<file path="config.mk">
export PLATFORM = sky130hd
export DESIGN_NAME = button_event_gen_flat
export DESIGN_NICKNAME = d
export VERILOG_FILES = /design/src/rtl/button_event_gen_if.sv /design/src/rtl/button_event_gen.sv /design/src/flat_wrapper.sv
export SDC_FILE = /design/constraint.sdc
export NUM_CORES = 1
export LEC_CHECK = 0
export ABC_AREA = 1
export BUFFER_PORTS_ARGS = -buffer_cell sky130_fd_sc_hd__buf_2
export CAP_MARGIN = 20
export CORE_MARGIN = 3
export CORE_UTILIZATION = 54
export DETAILED_ROUTE_END_ITERATION = 8
export PLACE_DENSITY_LB_ADDON = 0.12
export SETUP_SLACK_MARGIN = 0.3
export SYNTH_ARGS = -nofsm -noshare
export SYNTH_HDL_FRONTEND = slang
export SYNTH_SLANG_ARGS = --single-unit
export TNS_END_PERCENT = 30
</file>
<file path="constraint.sdc">
create_clock -name clk -period 1.8 [get_ports clk]
set_input_delay 0.09 -clock clk [delete_from_list [all_inputs] [get_ports clk]]
set_output_delay 0.09 -clock clk [all_outputs]
set_load 0.1 [all_outputs]
</file>
<file path="src/rtl/button_event_gen_if.sv">
// Button event bundle: the debounced level going in and the registered
// event pulses/levels coming out of one button_event_gen instance.
interface button_event_gen_if;
    logic DEBNC_SIGN;
    logic PRESS_PULSE;
    logic RELEASE_PULSE;
    logic LONG_PULSE;
    logic REPEAT_PULSE;
    logic HELD;
    logic LONG_PRESS;

    // Event generator side: consumes the level, produces the events.
    modport master (
        input  DEBNC_SIGN,
        output PRESS_PULSE,
        output RELEASE_PULSE,
        output LONG_PULSE,
        output REPEAT_PULSE,
        output HELD,
        output LONG_PRESS
    );

    // Consumer side: supplies the level, observes the events.
    modport slave (
        output DEBNC_SIGN,
        input  PRESS_PULSE,
        input  RELEASE_PULSE,
        input  LONG_PULSE,
        input  REPEAT_PULSE,
        input  HELD,
        input  LONG_PRESS
    );
endinterface

</file>
<file path="src/rtl/button_event_gen.sv">
// Turns one debounced button level into registered single-cycle events:
// press, release, long-press and periodic auto-repeat while long-held.
module button_event_gen #(
    parameter bit ACTIVE_HIGH   = 1'b1,
    parameter int LONG_CYCLES   = 50000000,
    parameter int REPEAT_CYCLES = 10000000,
    parameter int CNT_W         = 27
) (
    input  logic                clk,
    input  logic                RST_N,
    button_event_gen_if.master  btn
);

    typedef enum logic [1:0] {
        IDLE      = 2'd0,
        PRESSED   = 2'd1,
        LONG_HELD = 2'd2
    } state_t;

    // Terminal counts: the threshold fires on the edge where the counter
    // already sits at N-1, so the event lands exactly N edges after the
    // edge that cleared the counter.
    localparam logic [CNT_W-1:0] LONG_LAST   = CNT_W'(LONG_CYCLES - 1);
    localparam bit               REPEAT_EN   = (REPEAT_CYCLES != 0);
    localparam logic [CNT_W-1:0] REPEAT_LAST = REPEAT_EN ? CNT_W'(REPEAT_CYCLES - 1) : '0;

    // Normalised "pressed" level regardless of button polarity.
    logic act;
    assign act = btn.DEBNC_SIGN ^ ~ACTIVE_HIGH;

    state_t           state_q, state_d;
    logic [CNT_W-1:0] cnt_q, cnt_d;
    logic             act_q, act_d;
    logic             press_q, press_d;
    logic             release_q, release_d;
    logic             long_q, long_d;
    logic             repeat_q, repeat_d;
    logic             long_press_q, long_press_d;

    // State, counter, input sample and all output flops; async clear.
    always_ff @(posedge clk or negedge RST_N) begin
        if (!RST_N) begin
            state_q      <= IDLE;
            cnt_q        <= '0;
            act_q        <= 1'b0;
            press_q      <= 1'b0;
            release_q    <= 1'b0;
            long_q       <= 1'b0;
            repeat_q     <= 1'b0;
            long_press_q <= 1'b0;
        end else begin
            state_q      <= state_d;
            cnt_q        <= cnt_d;
            act_q        <= act_d;
            press_q      <= press_d;
            release_q    <= release_d;
            long_q       <= long_d;
            repeat_q     <= repeat_d;
            long_press_q <= long_press_d;
        end
    end

    // Next state and hold counter; release has priority over thresholds.
    always_comb begin
        state_d = state_q;
        cnt_d   = cnt_q;
        case (state_q)
            IDLE: begin
                cnt_d = '0;
                if (act && !act_q) begin
                    state_d = PRESSED;
                end
            end
            PRESSED: begin
                if (!act) begin
                    state_d = IDLE;
                    cnt_d   = '0;
                end else if (cnt_q == LONG_LAST) begin
                    state_d = LONG_HELD;
                    cnt_d   = '0;
                end else begin
                    cnt_d = cnt_q + CNT_W'(1);
                end
            end
            LONG_HELD: begin
                if (!act) begin
                    state_d = IDLE;
                    cnt_d   = '0;
                end else if (!REPEAT_EN) begin
                    // Repeat disabled: counter parks at zero while held.
                    cnt_d = '0;
                end else if (cnt_q == REPEAT_LAST) begin
                    cnt_d = '0;
                end else begin
                    cnt_d = cnt_q + CNT_W'(1);
                end
            end
            default: begin
                state_d = IDLE;
                cnt_d   = '0;
            end
        endcase
    end

    // Event decode from the current state; the conditions are mutually
    // exclusive so at most one pulse is registered per edge.
    always_comb begin
        act_d        = act;
        press_d      = (state_q == IDLE) && act && !act_q;
        release_d    = (state_q != IDLE) && !act;
        long_d       = (state_q == PRESSED) && act && (cnt_q == LONG_LAST);
        repeat_d     = REPEAT_EN && (state_q == LONG_HELD) && act &&
                       (cnt_q == REPEAT_LAST);
        long_press_d = (state_d == LONG_HELD);
    end

    assign btn.PRESS_PULSE   = press_q;
    assign btn.RELEASE_PULSE = release_q;
    assign btn.LONG_PULSE    = long_q;
    assign btn.REPEAT_PULSE  = repeat_q;
    assign btn.HELD          = act_q;
    assign btn.LONG_PRESS    = long_press_q;

endmodule

</file>
<file path="src/flat_wrapper.sv">
// flat-port wrapper written by rule: the top's interface ports become plain ports
module button_event_gen_flat 
#(
    parameter bit ACTIVE_HIGH   = 1'b1,
    parameter int LONG_CYCLES   = 50000000,
    parameter int REPEAT_CYCLES = 10000000,
    parameter int CNT_W         = 27
)
  (clk, RST_N, btn_DEBNC_SIGN, btn_PRESS_PULSE, btn_RELEASE_PULSE, btn_LONG_PULSE, btn_REPEAT_PULSE, btn_HELD, btn_LONG_PRESS);
  button_event_gen_if btn_i ();
  input  logic clk;
  input  logic RST_N;
  input wire logic [$bits(btn_i.DEBNC_SIGN)-1:0] btn_DEBNC_SIGN;
  output wire logic [$bits(btn_i.PRESS_PULSE)-1:0] btn_PRESS_PULSE;
  output wire logic [$bits(btn_i.RELEASE_PULSE)-1:0] btn_RELEASE_PULSE;
  output wire logic [$bits(btn_i.LONG_PULSE)-1:0] btn_LONG_PULSE;
  output wire logic [$bits(btn_i.REPEAT_PULSE)-1:0] btn_REPEAT_PULSE;
  output wire logic [$bits(btn_i.HELD)-1:0] btn_HELD;
  output wire logic [$bits(btn_i.LONG_PRESS)-1:0] btn_LONG_PRESS;
  assign btn_i.DEBNC_SIGN = btn_DEBNC_SIGN;
  assign btn_PRESS_PULSE = btn_i.PRESS_PULSE;
  assign btn_RELEASE_PULSE = btn_i.RELEASE_PULSE;
  assign btn_LONG_PULSE = btn_i.LONG_PULSE;
  assign btn_REPEAT_PULSE = btn_i.REPEAT_PULSE;
  assign btn_HELD = btn_i.HELD;
  assign btn_LONG_PRESS = btn_i.LONG_PRESS;
  button_event_gen #(.ACTIVE_HIGH(ACTIVE_HIGH), .LONG_CYCLES(LONG_CYCLES), .REPEAT_CYCLES(REPEAT_CYCLES), .CNT_W(CNT_W)) u_core (.clk(clk), .RST_N(RST_N), .btn(btn_i));
endmodule
</file>
==> results of run 1 <==
-- cells in the mapped netlist, types with 2 or more instances --
master	instances	area [um^2]
xor2_1	16	140
xnor2_1	4	35.0
ha_1	5	62.6
nand2_1	53	199
nor2_1	56	210
nand4_1	8	50.1
buf_6	2	22.5
nand3_1	14	70.1
dfrtp_1	35	876
nand2_2	4	25.0
nor3_2	2	20.0
inv_1	32	120
o21ai_0	4	20.0
nor3_1	6	30.0
-- through the flow --
step	instance area (um^2)	util	instances	worst slack (ns)	hold slack [ns]
6_report	2460	0.721	338	0.197	0.180
5_1_grt	2460	0.721	338	0.0739	0.219
4_1_cts	2280	0.669	328	0.216	0.187
3_5_place_dp	2070	0.607	307	0.107	0.0567
3_3_place_gp	2070	0.607	307	0.152	0.0510
2_1_floorplan	1960	-	250	0.319	-0.206
-- sequential cells by signal (all words and copies together) (netlist names) --
name                      cells
u_core.btn.HELD               1
u_core.cnt_q                 27
u_core.btn.LONG_PULSE         1
u_core.btn.RELEASE_PULSE      1
u_core.btn.REPEAT_PULSE       1
u_core.btn.LONG_PRESS         1
u_core.btn.PRESS_PULSE        1
u_core.state_q                2
-- cells by family after synthesis --
family / synth area share
AO/OA/AOI/OAI: 0.0166
XOR/XNOR: 0.0896
adder cells (fa/ha/maj): 0.0320
buffers and inverters: 0.0749
flip-flops: 0.448
AND/OR/NAND/NOR: 0.339
-- metal layers --
layer	part of all wire	track usage	vias to the layer above
met5	0	0	-
met3	0.055	0.0459	10
li1	-	-	854
met4	0.022	0.0990	0
met1	0.43	0.275	796
met2	0.49	0.354	39
-- worst min-delay path by stage --
stage	start	to	slack [ns]	cells after the start
detailed placement	RST_N	u_core.cnt_q[3]	0.06	1
finish	RST_N	u_core.cnt_q[3]	0.18	2
floorplan	RST_N	u_core.btn.HELD	-0.21	0
global route	RST_N	u_core.cnt_q[3]	0.22	2
CTS	RST_N	u_core.cnt_q[6]	0.19	2
global placement	RST_N	u_core.cnt_q[3]	0.05	1
-- what timing repair did --
item                       CTS  global route
cloned                       3             0
setup buffers                8            10
setup endpoints to repair   28            29
pin swaps                    5            14
hold endpoints to repair    22             0
gates resized for setup     11            24
hold buffers                 2             0
-- power groups by stage --
stage / registers (mW) / clock network, mW / logic (mW)
finish: 0.827 / 0.436 / 0.366
global route: 0.829 / 0.482 / 0.395
CTS: 0.824 / 0.446 / 0.331
detailed placement: 0.840 / 0 / 0.251
global placement: 0.839 / 0 / 0.250
floorplan: 0.912 / 0 / 0.132
-- area by class of cell --
type                    count  area, um^2
clock buffers               5        37.5
clock inverters             3        20.0
fillers                   263         952
inverters                  33         124
multi-input cells         183        1110
flip-flops and latches     35         880
well taps                  46        57.6
repair buffers             33         236
==> impl_results.md, run 1 <==
* Status: complete, no violations
* Worst setup path start: u_core.cnt_q[0]
* Number of DRC markers in iteration 0 at 85
* DR pass1 iterations at 5
* Clk pwr share at 0.267
* Post-DP HPWL at between 2 and 3 mm
* WP buf/inv at 1
* Netlist cell types at 23
* Critical Path AT at between 1.5 and 2 ns
* Final-report hold violation count at 0
* Clk buf depth at 2
* Worst Hold Class: in -> async
* Core box area at approximately 3400 um^2
* Slew @ Worst Pin at 0.533 ns
* Fin. max-slew vios at 0
* Routed len/inst at roughly 13 um
* Final Power at about 1.6 mW
* CTS clk-pin slew, worst paths at roughly 0.12 ns
* Worst R2R Path Depth at 7
* Synth Flop Type: dfrtp_1
* DRC at 0
* Sequential Power Share at 0.508
* GRT overflow at 0
* Commonest cells after routing, fill and taps aside: nand2_1, nor2_1, dfrtp_1
* # clock sinks at 35
* EDFF count, synth at 0
* Largest net degree at the start of global routing at 21
* CP Max Fanout at 4
* Chip Width at about 66 um
* Final min period at ~1.6 ns
* Pint at approximately 1.1 mW
* Combinational share of power at 0.225
* GRT Util Overall at 0.217
* RR Startpoint: u_core.cnt_q[0]
* Worst R2R End: u_core.cnt_q[17]
* Critical path's top delay family: simple AND/OR/NAND/NOR gates
* Final ANT Viol Nets at 0
* Final Setup Violations at 0
* CTS H-Tree Depth at 2
* P_sw at slightly below 600 uW
* PortBufs at 8
* Worst clock skew at roughly 0.015 ns
* Total length of routed wires at about 4.4 mm
* Synthesized area at ~2000 um^2
* Synth async-reset ratio at 1.00
* Sw frac at 0.355
* Power Dens Cells at ~660 nW/um^2
* Final setup TNS at 0 ns
* Termination of the worst setup path: u_core.cnt_q[17]
* Max_cap viols at 0
* Number of global-route vias before repair at roughly 1500
* First-pass GRT wire length at 7.02 mm
* CP endpoint kind: register
* Crit path kind: reg -> reg
* Reported leakage power at approximately 1.1 nW
* Syn_nets at roughly 260
* Die Ht at 66.2 um
* CP required at around 2.1 ns
* Via count at ~1700
* Crit path cell chain: nand3_2 -> nor3_4 -> buf_4 -> nand3_2 -> nor2_1 -> xor2_1 -> nor2_1
* Area Growth Syn to Fin at 26.0%
* Worst-Skew Late Latency at approximately 0.36 ns
* Yosys warnings at 0
* CP Depth at 7
* ANT cells at 0
* Syn Inst Count at 250
* Share of cells above drive strength 1 at 0.260
* Full die area at 4380 um^2
* Worst path slowest cell: dfrtp_1
* Root Buffer: clkbuf_4
* Critical path's largest stage delay at about 0.44 ns
* Fin crit share at 0.891
* Post-synthesis sequential area ratio at 0.448
* Top-level port count at 9
* Vias/cell at just over 5
* Most common cell after layout, fill and taps aside: nand2_1
* Maximum clock frequency at approximately 620 MHz
* Starting Density at 0.573
* Total CTS buffers at 5
* IR drop worst, VDD at 0.436 mV
* Synthesized area per cell at roughly 8 um^2
* Antenna violations before repair at 0
* # rows at 21
* TritonCTS clock tree: yes
* Relative slew margins at 0.645
* Register bit total from synthesis at 35
* Layout Nets at roughly 300
* Crit start category: register
* RSZ-0062 raised after global routing: yes
* R2R Setup Slk at around 0.20 ns
* Final Wtd Congestion at 0.948
(Power assumes the default switching activity.)
==> inputs of run 2 (changes only) <==
- REMOVE_ABC_BUFFERS: unset -> 1
==> impl_results.md, run 2 (synthesis results as in run 1) <==
* Relative slew margins at 0.491
* IR drop worst, VDD at about 0.4 mV
* Post-DP HPWL at about 2.7 mm
* Clk buf depth at 2
* Sw frac at 0.320
* Starting Density at 0.573
* Filler cells at around 270
* Largest net degree at the start of global routing at 36
* Maximum clock frequency at 595 MHz
* # rows at 21
* ANT cells at 0
* Power Dens Cells at ~740 nW/um^2
* Worst setup path start: u_core.cnt_q[1]
* Sequential Power Share at 0.455
* Setup Slack @ Placement at about 0.095 ns
* First-pass GRT wire length at 7.18 mm
* Combinational share of power at 0.212
* Crit path cell chain: ha_4 -> nand2_4 -> nor2_4 -> nand3_2 -> nor2_1 -> nand2_1 -> nand2_2 -> nand2_8 -> nand2_8 -> nor2_1
* CP endpoint kind: register
* Biggest regs: u_core.cnt_q: 27 flops, u_core.state_q: 2 flops
* Final ANT Viol Nets at 0
* Total length of routed wires at 4.55 mm
* RSZ-0062 raised after global routing: yes
* DR pass1 iterations at 4
* Critical Path AT at around 1.9 ns
* Final min period at 1.68 ns
* R2R Setup Slk at 0.12 ns
* Final Setup Violations at 0
* Core box area at approximately 3400 um^2
* Critical path's largest stage delay at approximately 0.46 ns
* Number of DRC markers in iteration 0 at ~100
* CTS clk-pin slew, worst paths at ~0.11 ns
* Number of global-route vias before repair at 1589
* Clk pwr share at 0.333
* CP Max Fanout at 7
* Layout Nets at between 200 and 300
* Reported leakage power at roughly 1.1 nW
* Top-level port count at 9
* Share of cells above drive strength 1 at 0.231
* Vias/cell at between 5 and 6
* Placed instance area at approximately 2100 um^2
* Commonest cells after routing, fill and taps aside: nor2_1, nand2_1, dfrtp_1
* Final worst setup slack at between 0.1 and 0.15 ns
* Termination of the worst setup path: u_core.cnt_q[18]
* CTS H-Tree Depth at 2
* Total CTS buffers at 5
* Final-report hold violation count at 0
* Max_cap viols at 0
* CP required at roughly 2.0 ns
* Post-route cell area at 2470 um^2
* Worst clock skew at approximately 0.013 ns
* Final Power at between 1.5 and 2 mW
* RR Startpoint: u_core.cnt_q[1]
* Fin. max-slew vios at 0
* Worst Hold Class: in -> async
* Pint at 1.24 mW
* Final core occ at 0.722
* Routed len/inst at between 10 and 15 um
* Worst R2R End: u_core.cnt_q[18]
* GRT Util Overall at 0.220
* GRT overflow at 0
* Hold slack at 0.338 ns
* Most common cell after layout, fill and taps aside: nor2_1
* Worst-Skew Late Latency at around 0.35 ns
* Root Buffer: clkbuf_4
* Crit path kind: reg -> reg
* Placed Instances at 308
* Final setup TNS at 0 ns
* P_sw at around 580 uW
* Largest register FFs at 27
* Area Growth Syn to Fin at 26.2%
* Final Wtd Congestion at 0.955
* # clock sinks at 35
* PortBufs at 8
* Worst R2R Path Depth at 10
* Non-Filler Instances at 336
* Slew @ Worst Pin at roughly 0.76 ns
* Crit start category: register
* Most flop-heavy register: u_core.cnt_q
* Chip Width at roughly 66 um
* Full die area at roughly 4400 um^2
* Antenna violations before repair at 0
* Worst path slowest cell: dfrtp_1
* TritonCTS clock tree: yes
* DRC at 0
* Die Ht at approximately 66 um
* Via count at between 1500 and 2000
* Fin crit share at 0.934
* Status: complete, no violations
## run 2: worst min-delay path by stage
stage                       endpoint  slack (ns)  cells after the start
global route        u_core.cnt_q[11]        0.40                      2
CTS                  u_core.cnt_q[2]        0.36                      2
floorplan            u_core.btn.HELD       -0.21                      0
global placement     u_core.cnt_q[3]        0.20                      1
detailed placement   u_core.cnt_q[2]        0.21                      1
finish               u_core.cnt_q[2]        0.34                      2
## run 2: layout make-up
type | instances | area [um^2] | share of cell area
Multi-Input combinational cell | 183 | 1090 | 0.444
Sequential cell | 35 | 876 | 0.355
Timing Repair Buffer | 31 | 229 | 0.0928
Inverter | 33 | 124 | 0.0502
Tap cell | 46 | 57.6 | 0.0233
Clock buffer | 6 | 51.3 | 0.0208
Clock inverter | 2 | 35.0 | 0.0142
## run 2: per-layer routing
| metal | up-vias | part of all wire | global-route usage | wire (um) |
|---|---|---|---|---|
| li1 | 855 | - | - | - |
| met3 | 9 | 0.048 | 0.0578 | 217 |
| met1 | 789 | 0.44 | 0.273 | 1990 |
| met4 | 0 | 0.020 | 0.0761 | 92 |
| met5 | - | 0 | 0 | 0 |
| met2 | 45 | 0.50 | 0.368 | 2250 |
## run 2: worst max-delay path: cells and delay by family, from the launching register on
kind	cells	cell delay [ns]
and+or+nand+nor	9	0.91
adders and majority gates	1	0.18
DFF	1	0.46
## run 2: power by group through the flow
stage,Clock [mW],Combinational (mW),Sequential [mW]
after CTS,0.610,0.322,0.824
after floorplan,0,0.117,0.911
after global placement,0,0.244,0.839
after detailed placement,0,0.248,0.840
final,0.606,0.385,0.827
after global routing,0.643,0.411,0.830
## run 2: repair_timing
action / CTS / global route
hold buffers: 2 / 0
setup buffers: 8 / 7
gates resized for setup: 14 / 19
endpoints found under the setup margin: 29 / 30
endpoints found under the hold margin: 37 / 0
cloned: 3 / 0
pin swaps: 13 / 13
==> inputs of run 3 (changes only) <==
- MAX_ROUTING_LAYER: unset -> met4
==> impl_results.md, run 3 (synthesis results as in run 1) <==
* Routed len/inst at 13.5 um
* Final setup TNS at 0 ns
* CTS H-Tree Depth at 2
* Relative slew margins at 0.495
* First-pass GRT wire length at between 7 and 8 mm
* CP required at ~2 ns
* Slew @ Worst Pin at between 0.7 and 0.8 ns
* ANT cells at 0
* Maximum clock frequency at between 500 and 600 MHz
* # clock sinks at 35
* Number of global-route vias before repair at 1595
* Filler cells at roughly 270
* Antenna violations before repair at 0
* Final worst setup slack at approximately 0.12 ns
* Top-level port count at 9
* Crit path kind: reg -> reg
* Largest net degree at the start of global routing at 36
* Reported leakage power at 1.12 nW
* Status: complete, no violations
* Final ANT Viol Nets at 0
* # rows at 21
* CP Max Fanout at 7
* TritonCTS clock tree: yes
* Core box area at 3420 um^2
* Layout Nets at 297
* Chip Width at roughly 66 um
* Commonest cells after routing, fill and taps aside: nor2_1, nand2_1, dfrtp_1
* Most flop-heavy register: u_core.cnt_q
* DRC at 0
* Die Ht at around 66 um
* GRT overflow at 0
* Final Wtd Congestion at around 0.97
* Via count at between 1500 and 2000
* Fin crit share at 0.934
* Critical Path AT at 1.92 ns
* Final min period at 1.68 ns
* Most common cell after layout, fill and taps aside: nor2_1
* Share of cells above drive strength 1 at 0.231
* Post-DP HPWL at about 2.7 mm
* Power Dens Cells at about 740 nW/um^2
* Setup Slack @ Placement at around 0.095 ns
* Final-report hold violation count at 0
* Total length of routed wires at ~4.5 mm
* Fin. max-slew vios at 0
* IR drop worst, VDD at between 0.3 and 0.4 mV
* Number of DRC markers in iteration 0 at 90
* RSZ-0062 raised after global routing: yes
* Register area at 876 um^2
* Biggest regs: u_core.cnt_q: 27 flops, u_core.state_q: 2 flops
* PortBufs at 8
* Clk buf depth at 2
* Worst-Skew Late Latency at around 0.35 ns
* Vias/cell at slightly above 5
* Max_cap viols at 0
* GRT Util Overall at 0.225
* Crit start category: register
* Final Setup Violations at 0
* CTS clk-pin slew, worst paths at around 0.12 ns
* Total CTS buffers at 5
* Area Growth Syn to Fin at 26.2%
* CP endpoint kind: register
* Full die area at approximately 4400 um^2
* DR pass1 iterations at 4
* Root Buffer: clkbuf_4
* Area of the multi-input gates at 1090 um^2
* Largest register FFs at 27
* Worst clock skew at 0.0134 ns
* Starting Density at 0.573
* Worst Hold Class: in -> async
==> run 3: area by class of cell <==
class	instances	area share
Clock buffer	6	0.0208
Clock inverter	2	0.0142
Inverter	33	0.0502
Multi-Input combinational cell	183	0.444
Sequential cell	35	0.355
Tap cell	46	0.0233
Timing Repair Buffer	31	0.0928
==> run 3: power by group <==
group	total [mW]	internal, mW	leakage, nW	switching (mW)
clock	0.606	0.328	0.0482	0.278
sequential	0.827	0.809	0.484	0.0184
combinational	0.383	0.0989	0.583	0.284
total	1.82	1.24	1.12	0.580
==> run 3: repair_timing <==
item	CTS	global route
pin swaps	13	13
setup buffers	8	7
cloned	3	0
hold buffers	2	0
endpoints found under the hold margin	37	0
resized for setup	14	19
setup endpoints to repair	29	30
==> run 3: critical path: stages (launching register included) <==
cell and delay, ns:
dfrtp_1 0.46, ha_4 0.18, nand2_4 0.06, nor2_4 0.14, nand3_2 0.08, nor2_1 0.09
nand2_1 0.10, nand2_2 0.15, nand2_8 0.12, nand2_8 0.11, nor2_1 0.06
==> run 3: path summary, 6_finish.rpt <==
kind                                 startpoint                      end  slack (ns)  depth (start not counted)
worst max-delay path            u_core.cnt_q[1]         u_core.cnt_q[18]        0.12                         10
worst min-delay path                      RST_N  u_core.btn.REPEAT_PULSE        0.33                          2
worst max register to register  u_core.cnt_q[1]         u_core.cnt_q[18]        0.12                         10
worst min register to register  u_core.btn.HELD   u_core.btn.PRESS_PULSE        0.48                          1
max in group asynchronous                 RST_N         u_core.cnt_q[24]        0.98                          2
min in group clk                 btn_DEBNC_SIGN          u_core.btn.HELD        0.43                          2
==> run 3: metrics by stage <==
stage                     std cells  hold WS [ns]   util  instance area (um^2)  total power, mW
after global placement          308         0.199  0.608                  2080             1.08
after detailed placement        308         0.206  0.608                  2080             1.09
after global routing            336         0.405  0.722                  2470             1.88
final                           336         0.334  0.722                  2470             1.82
after floorplan                 248        -0.206      -                  1930             1.03
after CTS                       329         0.365  0.678                  2320             1.76
==> run 3: layer usage <==
layer	track usage	share of wire
met1	0.270	0.44
met5	-	0
met4	0.0761	0.020
met3	0.0578	0.052
met2	0.369	0.49
